$ cat src/rtl/ov9281_pkg.sv
// rtl/ov9281_pkg.sv - shared register map, chip ID, write record and bus state encoding
package ov9281_pkg;

  localparam logic [15:0] ADDR_MODE_SELECT  = 16'h0100;
  localparam logic [15:0] ADDR_SOFT_RESET   = 16'h0103;
  localparam logic [15:0] ADDR_CHIP_ID_H    = 16'h300A;
  localparam logic [15:0] ADDR_CHIP_ID_L    = 16'h300B;
  localparam logic [15:0] ADDR_REG_3662     = 16'h3662;
  localparam logic [15:0] ADDR_REG_4800     = 16'h4800;
  localparam logic [15:0] ADDR_ISP_CTRL     = 16'h5E00;
  localparam logic [15:0] ADDR_SCRATCH_BASE = 16'h3800;
  localparam int          SCRATCH_DEPTH     = 32;
  localparam logic [15:0] CHIP_ID           = 16'h9281;

  typedef struct packed {
    logic [15:0] addr;
    logic [7:0]  data;
  } reg_write_t;

  typedef enum logic [3:0] {
    ST_IDLE,
    ST_DEV,
    ST_DEV_ACK,
    ST_AHI,
    ST_AHI_ACK,
    ST_ALO,
    ST_ALO_ACK,
    ST_WDATA,
    ST_WDATA_ACK,
    ST_RDATA,
    ST_RD_MACK,
    ST_IGNORE
  } i2c_state_t;

  // The scratch window is 32 bytes aligned on 0x3800, so the upper 11 bits identify it.
  function automatic logic in_scratch(input logic [15:0] a);
    return a[15:5] == ADDR_SCRATCH_BASE[15:5];
  endfunction

endpackage

$ cat src/rtl/i2c_bus_sync.sv
// rtl/i2c_bus_sync.sv - SCL/SDA synchronizer with SCL edge and START/STOP detection
module i2c_bus_sync #(
  parameter int SYNC_STAGES = 2
) (
  input  logic clk,
  input  logic rst_n,
  input  logic scl_in,
  input  logic sda_in,
  output logic sda,
  output logic scl_rise,
  output logic scl_fall,
  output logic start,
  output logic stop
);

  logic [SYNC_STAGES-1:0] scl_pipe;
  logic [SYNC_STAGES-1:0] sda_pipe;
  logic                   scl;
  logic                   scl_q;
  logic                   sda_q;

  assign scl = scl_pipe[SYNC_STAGES-1];
  assign sda = sda_pipe[SYNC_STAGES-1];

  // Shift pad values through the synchronizer and keep one extra sample for edge detection;
  // everything resets to 1 so an idle bus does not look like an edge after reset.
  always_ff @(posedge clk or negedge rst_n) begin
    if (!rst_n) begin
      scl_pipe <= '1;
      sda_pipe <= '1;
      scl_q    <= 1'b1;
      sda_q    <= 1'b1;
    end else begin
      scl_pipe[0] <= scl_in;
      sda_pipe[0] <= sda_in;
      for (int i = 1; i < SYNC_STAGES; i++) begin
        scl_pipe[i] <= scl_pipe[i-1];
        sda_pipe[i] <= sda_pipe[i-1];
      end
      scl_q <= scl;
      sda_q <= sda;
    end
  end

  assign scl_rise = scl & ~scl_q;
  assign scl_fall = ~scl & scl_q;
  // SDA may only change while SCL is high for a bus condition, so both SCL samples must be high.
  assign start    = scl & scl_q & sda_q & ~sda;
  assign stop     = scl & scl_q & ~sda_q & sda;

endmodule

$ cat src/rtl/ov9281_i2c_target.sv
// rtl/ov9281_i2c_target.sv - OV9281-style I2C register target with 16-bit register pointer
module ov9281_i2c_target
  import ov9281_pkg::*;
#(
  parameter logic [6:0] DEV_ADDR    = 7'h60,
  parameter int         SYNC_STAGES = 2
) (
  input  logic        i_clk,
  input  logic        i_rst_n,
  input  logic        i_scl,
  input  logic        i_sda,
  output logic        o_sda_oe,
  output logic        o_busy,
  output logic        o_wr_strobe,
  output logic [15:0] o_wr_addr,
  output logic [7:0]  o_wr_data,
  output logic        o_streaming,
  output logic        o_test_pattern
);

  logic sda, scl_rise, scl_fall, start, stop;

  i2c_bus_sync #(.SYNC_STAGES(SYNC_STAGES)) u_sync (
    .clk     (i_clk),
    .rst_n   (i_rst_n),
    .scl_in  (i_scl),
    .sda_in  (i_sda),
    .sda     (sda),
    .scl_rise(scl_rise),
    .scl_fall(scl_fall),
    .start   (start),
    .stop    (stop)
  );

  i2c_state_t  state, state_nx;
  logic [3:0]  cnt, cnt_nx;
  logic [7:0]  sh, sh_nx;
  logic [7:0]  tx, tx_nx;
  logic [15:0] ptr, ptr_nx;
  logic [7:0]  ahi, ahi_nx;
  logic        rw, rw_nx;
  reg_write_t  wr_q, wr_nx;
  logic        strobe_q, strobe_nx;

  logic [7:0]  reg_0100, reg_3662, reg_4800, reg_5e00;
  logic [7:0]  scratch [SCRATCH_DEPTH];
  logic [15:0] rd_addr;
  logic [7:0]  rd_byte;

  // Bus state and datapath registers; reset releases SDA at once because o_sda_oe decodes state.
  always_ff @(posedge i_clk or negedge i_rst_n) begin
    if (!i_rst_n) begin
      state    <= ST_IDLE;
      cnt      <= '0;
      sh       <= '0;
      tx       <= '0;
      ptr      <= '0;
      ahi      <= '0;
      rw       <= 1'b0;
      wr_q     <= '0;
      strobe_q <= 1'b0;
    end else begin
      state    <= state_nx;
      cnt      <= cnt_nx;
      sh       <= sh_nx;
      tx       <= tx_nx;
      ptr      <= ptr_nx;
      ahi      <= ahi_nx;
      rw       <= rw_nx;
      wr_q     <= wr_nx;
      strobe_q <= strobe_nx;
    end
  end

  // Next-state logic: bits are sampled on SCL rise, every state change happens on SCL fall,
  // and START/STOP override both so a partial byte is simply dropped.
  always_comb begin
    state_nx  = state;
    cnt_nx    = cnt;
    sh_nx     = sh;
    tx_nx     = tx;
    ptr_nx    = ptr;
    ahi_nx    = ahi;
    rw_nx     = rw;
    wr_nx     = wr_q;
    strobe_nx = 1'b0;
    if (start) begin
      state_nx = ST_DEV;
      cnt_nx   = '0;
    end else if (stop) begin
      state_nx = ST_IDLE;
    end else begin
      if (scl_rise && state != ST_IDLE && state != ST_IGNORE) begin
        sh_nx  = {sh[6:0], sda};
        cnt_nx = cnt + 4'd1;
      end
      if (scl_fall) begin
        case (state)
          ST_DEV: if (cnt == 4'd8) begin
            if (sh[7:1] == DEV_ADDR) begin
              state_nx = ST_DEV_ACK;
              rw_nx    = sh[0];
            end else begin
              state_nx = ST_IGNORE;
            end
          end
          ST_DEV_ACK: begin
            cnt_nx = '0;
            if (rw) begin
              state_nx = ST_RDATA;
              tx_nx    = rd_byte;
            end else begin
              state_nx = ST_AHI;
            end
          end
          ST_AHI: if (cnt == 4'd8) begin
            state_nx = ST_AHI_ACK;
            ahi_nx   = sh;
          end
          ST_AHI_ACK: begin
            state_nx = ST_ALO;
            cnt_nx   = '0;
          end
          ST_ALO: if (cnt == 4'd8) begin
            state_nx = ST_ALO_ACK;
            ptr_nx   = {ahi, sh};
          end
          ST_ALO_ACK: begin
            state_nx = ST_WDATA;
            cnt_nx   = '0;
          end
          ST_WDATA: if (cnt == 4'd8) begin
            state_nx   = ST_WDATA_ACK;
            wr_nx.addr = ptr;
            wr_nx.data = sh;
            strobe_nx  = 1'b1;
            ptr_nx     = ptr + 16'd1;
          end
          ST_WDATA_ACK: begin
            state_nx = ST_WDATA;
            cnt_nx   = '0;
          end
          ST_RDATA: begin
            if (cnt == 4'd8) state_nx = ST_RD_MACK;
            else             tx_nx    = {tx[6:0], 1'b0};
          end
          ST_RD_MACK: begin
            if (!sh[0]) begin
              state_nx = ST_RDATA;
              cnt_nx   = '0;
              ptr_nx   = ptr + 16'd1;
              tx_nx    = rd_byte;
            end else begin
              state_nx = ST_IGNORE;
            end
          end
          default: ;
        endcase
      end
    end
  end

  // Read mux: during the master ACK slot the next byte is fetched from the incremented pointer.
  always_comb begin
    rd_addr = (state == ST_RD_MACK) ? ptr + 16'd1 : ptr;
    rd_byte = 8'h00;
    if (in_scratch(rd_addr)) begin
      rd_byte = scratch[rd_addr[4:0]];
    end else begin
      case (rd_addr)
        ADDR_MODE_SELECT: rd_byte = reg_0100;
        ADDR_CHIP_ID_H:   rd_byte = CHIP_ID[15:8];
        ADDR_CHIP_ID_L:   rd_byte = CHIP_ID[7:0];
        ADDR_REG_3662:    rd_byte = reg_3662;
        ADDR_REG_4800:    rd_byte = reg_4800;
        ADDR_ISP_CTRL:    rd_byte = reg_5e00;
        default:          rd_byte = 8'h00;
      endcase
    end
  end

  // Register file update one cycle after the write strobe; soft reset clears every RW byte.
  always_ff @(posedge i_clk or negedge i_rst_n) begin
    if (!i_rst_n) begin
      reg_0100 <= '0;
      reg_3662 <= '0;
      reg_4800 <= '0;
      reg_5e00 <= '0;
      for (int i = 0; i < SCRATCH_DEPTH; i++) scratch[i] <= '0;
    end else if (strobe_q) begin
      if (wr_q.addr == ADDR_SOFT_RESET) begin
        if (wr_q.data[0]) begin
          reg_0100 <= '0;
          reg_3662 <= '0;
          reg_4800 <= '0;
          reg_5e00 <= '0;
          for (int i = 0; i < SCRATCH_DEPTH; i++) scratch[i] <= '0;
        end
      end else if (in_scratch(wr_q.addr)) begin
        scratch[wr_q.addr[4:0]] <= wr_q.data;
      end else begin
        case (wr_q.addr)
          ADDR_MODE_SELECT: reg_0100 <= wr_q.data;
          ADDR_REG_3662:    reg_3662 <= wr_q.data;
          ADDR_REG_4800:    reg_4800 <= wr_q.data;
          ADDR_ISP_CTRL:    reg_5e00 <= wr_q.data;
          default: ;
        endcase
      end
    end
  end

  // SDA drive: low for every target ACK slot, inverted data bit while shifting a read byte.
  always_comb begin
    case (state)
      ST_DEV_ACK, ST_AHI_ACK, ST_ALO_ACK, ST_WDATA_ACK: o_sda_oe = 1'b1;
      ST_RDATA:                                         o_sda_oe = ~tx[7];
      default:                                          o_sda_oe = 1'b0;
    endcase
  end

  assign o_busy         = (state != ST_IDLE);
  assign o_wr_strobe    = strobe_q;
  assign o_wr_addr      = wr_q.addr;
  assign o_wr_data      = wr_q.data;
  assign o_streaming    = reg_0100[0];
  assign o_test_pattern = reg_5e00[7];

endmodule

$ cat config.mk
export PLATFORM = sky130hd
export DESIGN_NAME = ov9281_i2c_target
export DESIGN_NICKNAME = d
export VERILOG_FILES = /design/src/rtl/ov9281_pkg.sv /design/src/rtl/i2c_bus_sync.sv /design/src/rtl/ov9281_i2c_target.sv
export SDC_FILE = /design/constraint.sdc
export NUM_CORES = 1
export LEC_CHECK = 0
export BUFFER_PORTS_ARGS = -buffer_cell sky130_fd_sc_hd__buf_2
export CORE_ASPECT_RATIO = 0.8
export CORE_MARGIN = 2
export CORE_UTILIZATION = 40
export CTS_CLUSTER_SIZE = 40
export DETAILED_ROUTE_END_ITERATION = 8
export HOLD_SLACK_MARGIN = 0.12
export PLACE_DENSITY = 0.65
export SYNTH_ARGS = -nofsm -noshare
export SYNTH_HDL_FRONTEND = slang
export SYNTH_SLANG_ARGS = --single-unit
$ cat constraint.sdc
create_clock -name i_clk -period 4.5 [get_ports i_clk]
set_input_delay 0.225 -clock i_clk [delete_from_list [all_inputs] [get_ports i_clk]]
set_output_delay 0.225 -clock i_clk [all_outputs]
set_load 0.05 [all_outputs]
==> impl_metrics.csv, run 1 <==
group,metric,value,unit
outcome,status,"finished clean",
clocking,post_cts_buffers,0,
sta,finalSetupViolations,0,
grt,grt.busiest_layer,"met2",
placed_design,dpl_cell_area,21000,um^2
grt,grt_max_degree,114,
worst_setup_path,slowest_delay,710,ps
grt,use_met3,0.0474,
detailed_routing,wl_per_cell,21.8,um
clocking,cts.path.max_buffers,3,
worst_setup_path,critPathKind,"reg -> reg",
yosys,synth_cells,2055,
sta,maxSlewViolCount,0,
floorplan,ios,33,
yosys,ys_types,74,
floorplan,rows,73,
yosys,synth_edf_count,0,
grt,grt_pass1_vias,16300,
detailed_routing,drt-vias-per-instance,6.03,
clocking,cts_tree,"yes",
worst_setup_path,crit_chain,"nor4bb_4, buf_4, and4_1, a211oi_2, buf_4, a311oi_1, nor4_1, mux2i_1, a21oi_1, o32a_1",
worst_setup_path,cp_slowest_cell,"dfrtp_1",
detailed_routing,first_pass_iters,6,
floorplan,start_util,0.405,
worst_setup_path,crit_fanout,35,
clocking,h-tree-depth,2,
worst_setup_path,startpoint_type,"flop",
cells_and_area,syn2layout_area_growth,10.9,%
cells_and_area,fillerInstances,4746,
clocking,insertion_delay,550,ps
sta,hold_violations,0,
yosys,synth_seq_cells,368,
sta,period_minus_slack,3850,ps
grt,grt_overflow_total,0,
clocking,root_buffer,"clkbuf_16",
detailed_routing,first_iter_violations,1608,
placed_design,gp_congestion,0.962,
yosys,synth_xor_area_frac,0.00522,
cells_and_area,layout.cells.non_filler,2735,
yosys,synth_area,20100,um^2
placed_design,hpwl,38700,um
cells_and_area,drive_gt1_frac,0.129,
worst_hold_path,min_path_type,"in -> reg",
sta,tns,0,ps
floorplan,die_area,52100,um^2
yosys,synthMuxAreaShare,0.209,
grt,grt_first_pass_wirelength,94800,um
grt,use_met1,0.342,
clocking,numClockSinks,368,
yosys,synth_ff_type,"dfrtp_1",
cells_and_area,multi_input_area,10300,um^2
sta,max_freq,260,MHz
worst_setup_path,cp_common_cell,"buf_4",
floorplan,coreArea,49700,um^2
cells_and_area,seqCellArea,9220,um^2
floorplan,die_y,205,um
pwr,p_leak,8.72,nW
sta,worst_pin_slew,1130,ps
sta,relSlewSlack,0.244,
detailed_routing,finalWirelength,59700,um
cells_and_area,fin_area,22300,um^2
worst_setup_path,arrival,4270,ps
grt,grt_util_met2,0.343,
yosys,synth.avg_cell_area,9.79,um^2
sta,finClkSkew,17.0,ps
grt,antenna_found_initial,0,
yosys,synth-simple-area-share,0.143,
yosys,syn_nets,2062,
yosys,synthAdderAreaFrac,0.00187,
yosys,synth_compound_area_frac,0.151,
yosys,synthArstFlopShare,1.00,
clocking,cts_buffers,39,
yosys,yosysWarningCount,0,
grt,track_usage,0.233,
worst_setup_path,critPathTopFamily,"simple AND/OR/NAND/NOR gates",
detailed_routing,ant_nets,0,
worst_setup_path,cp-end-kind,"flop",
yosys,synth_top_family_by_area,"multiplexers",
clocking,clk_pin_slew,70,ps
sta,rsz0062_at_grt,"false",
yosys,ys_seq_area_frac,0.458,
pwr,p_per_area,428,nW/um^2
sta,fin_crit_sh,0.855,
placed_design,post-place-cells,2660,
pwr,peakVddDrop,0.320,mV
detailed_routing,drc,0,
cells_and_area,fin_nets,2036,
flow_run,maxCapViolCount,0,
floorplan,die_x,255,um
worst_setup_path,crit_buf_inv,2,
worst_setup_path,crit_required,4920,ps
detailed_routing,vias,16500,
placed_design,port_buffers,32,
[registers in the layout, summed over array words and instances, names as in the netlist, 4 cells and up]
signal and count:
o_wr_addr 16, o_wr_data 8, scratch 256, reg_3662 8, reg_0100 8, sh 8
cnt 4, reg_5e00 8, tx 8, ptr 16, state 4, reg_4800 8
ahi 8
[metrics by stage]
step,worst slack (ps),total power [mW],util,hold slack (ps)
4_1_cts,721,9.55,0.449,315
5_1_grt,366,9.90,0.449,349
6_report,653,9.54,0.449,322
2_1_floorplan,1530,5.57,-,-70.6
3_3_place_gp,783,6.21,0.422,329
3_5_place_dp,745,6.25,0.422,331
[where the power goes]
part | switching, mW | internal (mW) | leakage (nW)
combinational | 1.50 | 1.01 | 2.99
clock | 1.35 | 1.95 | 0.649
sequential | 0.281 | 3.44 | 5.08
total | 3.14 | 6.40 | 8.72
[layer usage]
layer	share of wire	vias to the layer above
met1	0.45	8277
li1	-	7381
met4	0.028	0
met5	0	-
met3	0.087	123
met2	0.43	698
[cell usage after synthesis (6+ instances only)]
cell / number / area share
and4_1: 6 / 0.0026
nand2_1: 381 / 0.071
nor2b_1: 17 / 0.0053
inv_1: 11 / 0.0021
and3_1: 10 / 0.0031
a21oi_1: 48 / 0.012
nor4_1: 13 / 0.0040
o21ai_1: 66 / 0.016
dfrtp_1: 362 / 0.45
o21ai_0: 295 / 0.073
xnor2_1: 8 / 0.0035
a211oi_1: 19 / 0.0071
dfstp_2: 6 / 0.0078
nor2_1: 79 / 0.015
mux2_2: 42 / 0.024
a22oi_1: 11 / 0.0041
clkbuf_1: 79 / 0.015
nand3_1: 48 / 0.012
mux4_2: 56 / 0.063
a31oi_1: 13 / 0.0040
o22ai_1: 26 / 0.0081
mux2i_1: 246 / 0.12
nand3b_1: 6 / 0.0022
a311oi_1: 8 / 0.0035
nand4_1: 15 / 0.0047
buf_1: 16 / 0.0030
and2_1: 8 / 0.0025
buf_2: 44 / 0.011
nor3_1: 16 / 0.0040
[cells in the final DEF, fill, tap and decap left out, types with 5 or more instances in the layout]
cell / n
a211oi_1: 19
a21o_1: 5
a21oi_1: 48
a221oi_1: 5
a22oi_1: 11
a311oi_1: 8
a31oi_1: 13
and2_1: 8
and3_1: 10
and4_1: 6
buf_12: 5
buf_2: 31
buf_4: 37
clkbuf_1: 8
clkbuf_16: 41
clkbuf_8: 14
clkinv_2: 5
dfrtp_1: 360
dfstp_2: 6
inv_1: 11
mux2_2: 42
mux2i_1: 246
mux4_2: 56
nand2_1: 381
nand3_1: 48
nand3b_1: 6
nand4_1: 15
nor2_1: 78
nor2b_1: 17
nor3_1: 16
nor4_1: 13
o21ai_0: 295
o21ai_1: 66
o22ai_1: 26
or4_1: 5
xnor2_1: 8
[final timing paths]
kind / slack, ps / cells past startpoint / startpoint / end
max: 650 / 10 / state[3] / tx[0]
min: 320 / 2 / i_sda / u_sync.sda_pipe[0]
max reg2reg: 650 / 10 / state[3] / tx[0]
min reg2reg: 350 / 0 / u_sync.scl_pipe[0] / u_sync.scl_pipe[1]
max in group asynchronous: 3000 / 3 / i_rst_n / scratch[172]
min in group asynchronous: 360 / 2 / i_rst_n / scratch[77]
[cells by family after synthesis]
family / Yosys count
buf+inv: 155
flops: 368
fa+ha+maj: 3
compound gates: 535
mux: 344
simple gates: 638
xor+xnor: 12
[area by class of cell]
cell class                      instances  share of cell area
Sequential cell                       368               0.413
Multi-Input combinational cell       1532               0.462
Clock inverter                          8             0.00314
Tap cell                              675              0.0379
Timing Repair Buffer                   77              0.0259
Antenna cell                            1            0.000112
Clock buffer                           63              0.0560
Inverter                               11             0.00185
[timing repair]
| item | CTS | global route |
|---|---|---|
| endpoints found under the hold margin | 99 | 0 |
| hold buffers | 3 | 0 |
| gates resized for setup | 0 | 0 |
Power figures use the tool's default switching activity.
==> run 2: changes to the inputs <==
--- a/config.mk
+++ b/config.mk
@@ -6,13 +6,15 @@
 export NUM_CORES = 1
 export LEC_CHECK = 0
 export BUFFER_PORTS_ARGS = -buffer_cell sky130_fd_sc_hd__buf_2
+export CAP_MARGIN = 20
 export CORE_ASPECT_RATIO = 0.8
 export CORE_MARGIN = 2
 export CORE_UTILIZATION = 40
 export CTS_CLUSTER_SIZE = 40
 export DETAILED_ROUTE_END_ITERATION = 8
 export HOLD_SLACK_MARGIN = 0.12
-export PLACE_DENSITY = 0.65
+export PLACE_DENSITY = 0.67
+export SETUP_SLACK_MARGIN = 0.02
 export SYNTH_ARGS = -nofsm -noshare
 export SYNTH_HDL_FRONTEND = slang
 export SYNTH_SLANG_ARGS = --single-unit
==> constraint.sdc (replaced) <==
create_clock -name i_clk -period 3.31 [get_ports i_clk]
set_input_delay 0.1655 -clock i_clk [delete_from_list [all_inputs] [get_ports i_clk]]
set_output_delay 0.1655 -clock i_clk [all_outputs]
set_load 0.05 [all_outputs]
==> impl_metrics.csv, run 2 (synthesized netlist as in run 1, its figures left out) <==
group,metric,value,unit
worst_hold_path,min_path_type,"in -> async",
worst_setup_path,critPathKind,"reg -> reg",
cells_and_area,final_cell_mix,"381 x nand2_1, 360 x dfrtp_1, 295 x o21ai_0",
grt,grt_first_pass_wirelength,97100,um
worst_setup_path,crit_fanout,8,
flow_run,maxCapViolCount,0,
sta,tns,0,ps
clocking,h-tree-depth,2,
grt,grt_overflow_total,0,
worst_setup_path,arrival,3560,ps
cells_and_area,syn2layout_area_growth,13.0,%
cells_and_area,drive_gt1_frac,0.145,
detailed_routing,finalWirelength,61700,um
cells_and_area,largest_register,"scratch",
grt,use_met3,0.0685,
cells_and_area,fin_area,22700,um^2
sta,fin_crit_sh,0.936,
grt,track_usage,0.240,
grt,grt_max_degree,101,
sta,relSlewSlack,0.442,
clocking,insertion_delay,560,ps
floorplan,die_area,52100,um^2
sta,rsz0062_at_grt,"false",
detailed_routing,vias,16800,
worst_setup_path,slowest_delay,510,ps
detailed_routing,wl_per_cell,22.3,um
sta,finalSetupViolations,0,
grt,grt_util_met2,0.343,
floorplan,die_x,255,um
grt,use_met1,0.349,
cells_and_area,multi_input_area,10300,um^2
pwr,p_per_area,570,nW/um^2
worst_setup_path,startpoint_type,"flop",
placed_design,dpl_cell_area,21500,um^2
grt,antenna_found_initial,0,
placed_design,hpwl,40700,um
cells_and_area,seqCellArea,9220,um^2
worst_setup_path,crit_buf_inv,1,
sta,period_minus_slack,3100,ps
floorplan,ios,33,
pwr,p_leak,8.96,nW
worst_setup_path,cp-end-kind,"flop",
placed_design,port_buffers,32,
clocking,cts.path.max_buffers,3,
detailed_routing,drt-vias-per-instance,6.06,
sta,finClkSkew,19.5,ps
grt,grt.busiest_layer,"met1",
clocking,root_buffer,"clkbuf_16",
floorplan,rows,73,
pwr,power.total,13.0,mW
worst_setup_path,crit_chain,"ha_4, nand2_1, or3_1, xnor2_1, o41ai_1, buf_4, or3b_1, o41ai_1, a21oi_1, a31oi_1",
pwr,peakVddDrop,0.541,mV
worst_setup_path,cp_slowest_cell,"o41ai_1",
floorplan,coreArea,49700,um^2
sta,hold_violations,0,
detailed_routing,first_iter_violations,1912,
clocking,numClockSinks,368,
cells_and_area,layout_commonest_cell,"nand2_1",
cells_and_area,fillerInstances,4696,
floorplan,start_util,0.405,
clocking,cts_tree,"yes",
sta,worst_pin_slew,837,ps
worst_setup_path,crit_required,3770,ps
clocking,cts_buffers,39,
sta,max_freq,323,MHz
placed_design,gp_congestion,0.960,
detailed_routing,drc,0,
sta,maxSlewViolCount,0,
worst_setup_path,cp_common_cell,"o41ai_1",
cells_and_area,largest_register_ffs,256,
clocking,clk_pin_slew,60,ps
clocking,post_cts_buffers,0,
detailed_routing,first_pass_iters,7,
worst_setup_path,critPathTopFamily,"compound AO/OA/AOI/OAI gates",
detailed_routing,ant_nets,0,
floorplan,die_y,205,um
outcome,status,"finished clean",
cells_and_area,fin_nets,2077,
grt,grt_pass1_vias,16300,
-- run 2: changes by cell type in the layout (fill, tap and decap cells not counted), moves of 2 or more --
cell and change:
clkinv_2 +3, buf_12 +17, clkbuf_1 +2, clkbuf_8 -8, buf_4 +24
-- run 2: layer usage --
layer	wire length, um	part of all wire	vias to the layer above
li1	-	-	7484
met1	27600	0.45	8442
met2	26200	0.43	733
met3	6120	0.099	141
met4	1750	0.028	0
met5	0	0	-
-- run 2: repair_timing --
item | 4_1_cts | 5_1_grt
setup endpoints to repair | 0 | 2
endpoints found under the hold margin | 93 | 0
hold buffers | 3 | 0
resized for setup | 0 | 1
-- run 2: worst paths after layout --
kind | startpoint | depth (start not counted) | slack, ps | endpoint
max in group asynchronous | i_rst_n | 3 | 2100 | scratch[105]
worst min-delay path | i_rst_n | 2 | 240 | o_wr_data[6]
worst max register to register | ptr[1] | 10 | 210 | tx[1]
worst max-delay path | ptr[1] | 10 | 210 | tx[1]
worst min register to register | u_sync.sda_pipe[0] | 0 | 350 | u_sync.sda_pipe[1]
min in group i_clk | i_sda | 2 | 260 | u_sync.sda_pipe[0]
-- run 2: area by class of cell --
type | count | area share
Timing Repair Buffer | 118 | 0.0483
Sequential cell | 368 | 0.406
Antenna cell | 1 | 0.000110
Multi-Input combinational cell | 1532 | 0.453
Inverter | 11 | 0.00182
Clock buffer | 57 | 0.0504
Tap cell | 675 | 0.0371
Clock inverter | 12 | 0.00336
-- run 2: power by group --
group	switching (mW)	internal [mW]	total, mW
logic	2.23	1.52	3.76
clock network	1.86	2.41	4.27
registers	0.262	4.68	4.94
total	4.36	8.61	13.0
-- run 2: through the flow --
step	std cells	util	hold WS, ps	setup slack (ps)
6_report	2774	0.458	244	211
5_1_grt	2773	0.458	255	54.0
4_1_cts	2773	0.458	243	89.4
3_5_place_dp	2701	0.432	274	122
3_3_place_gp	2701	0.432	271	225
2_1_floorplan	2055	-	-130	340
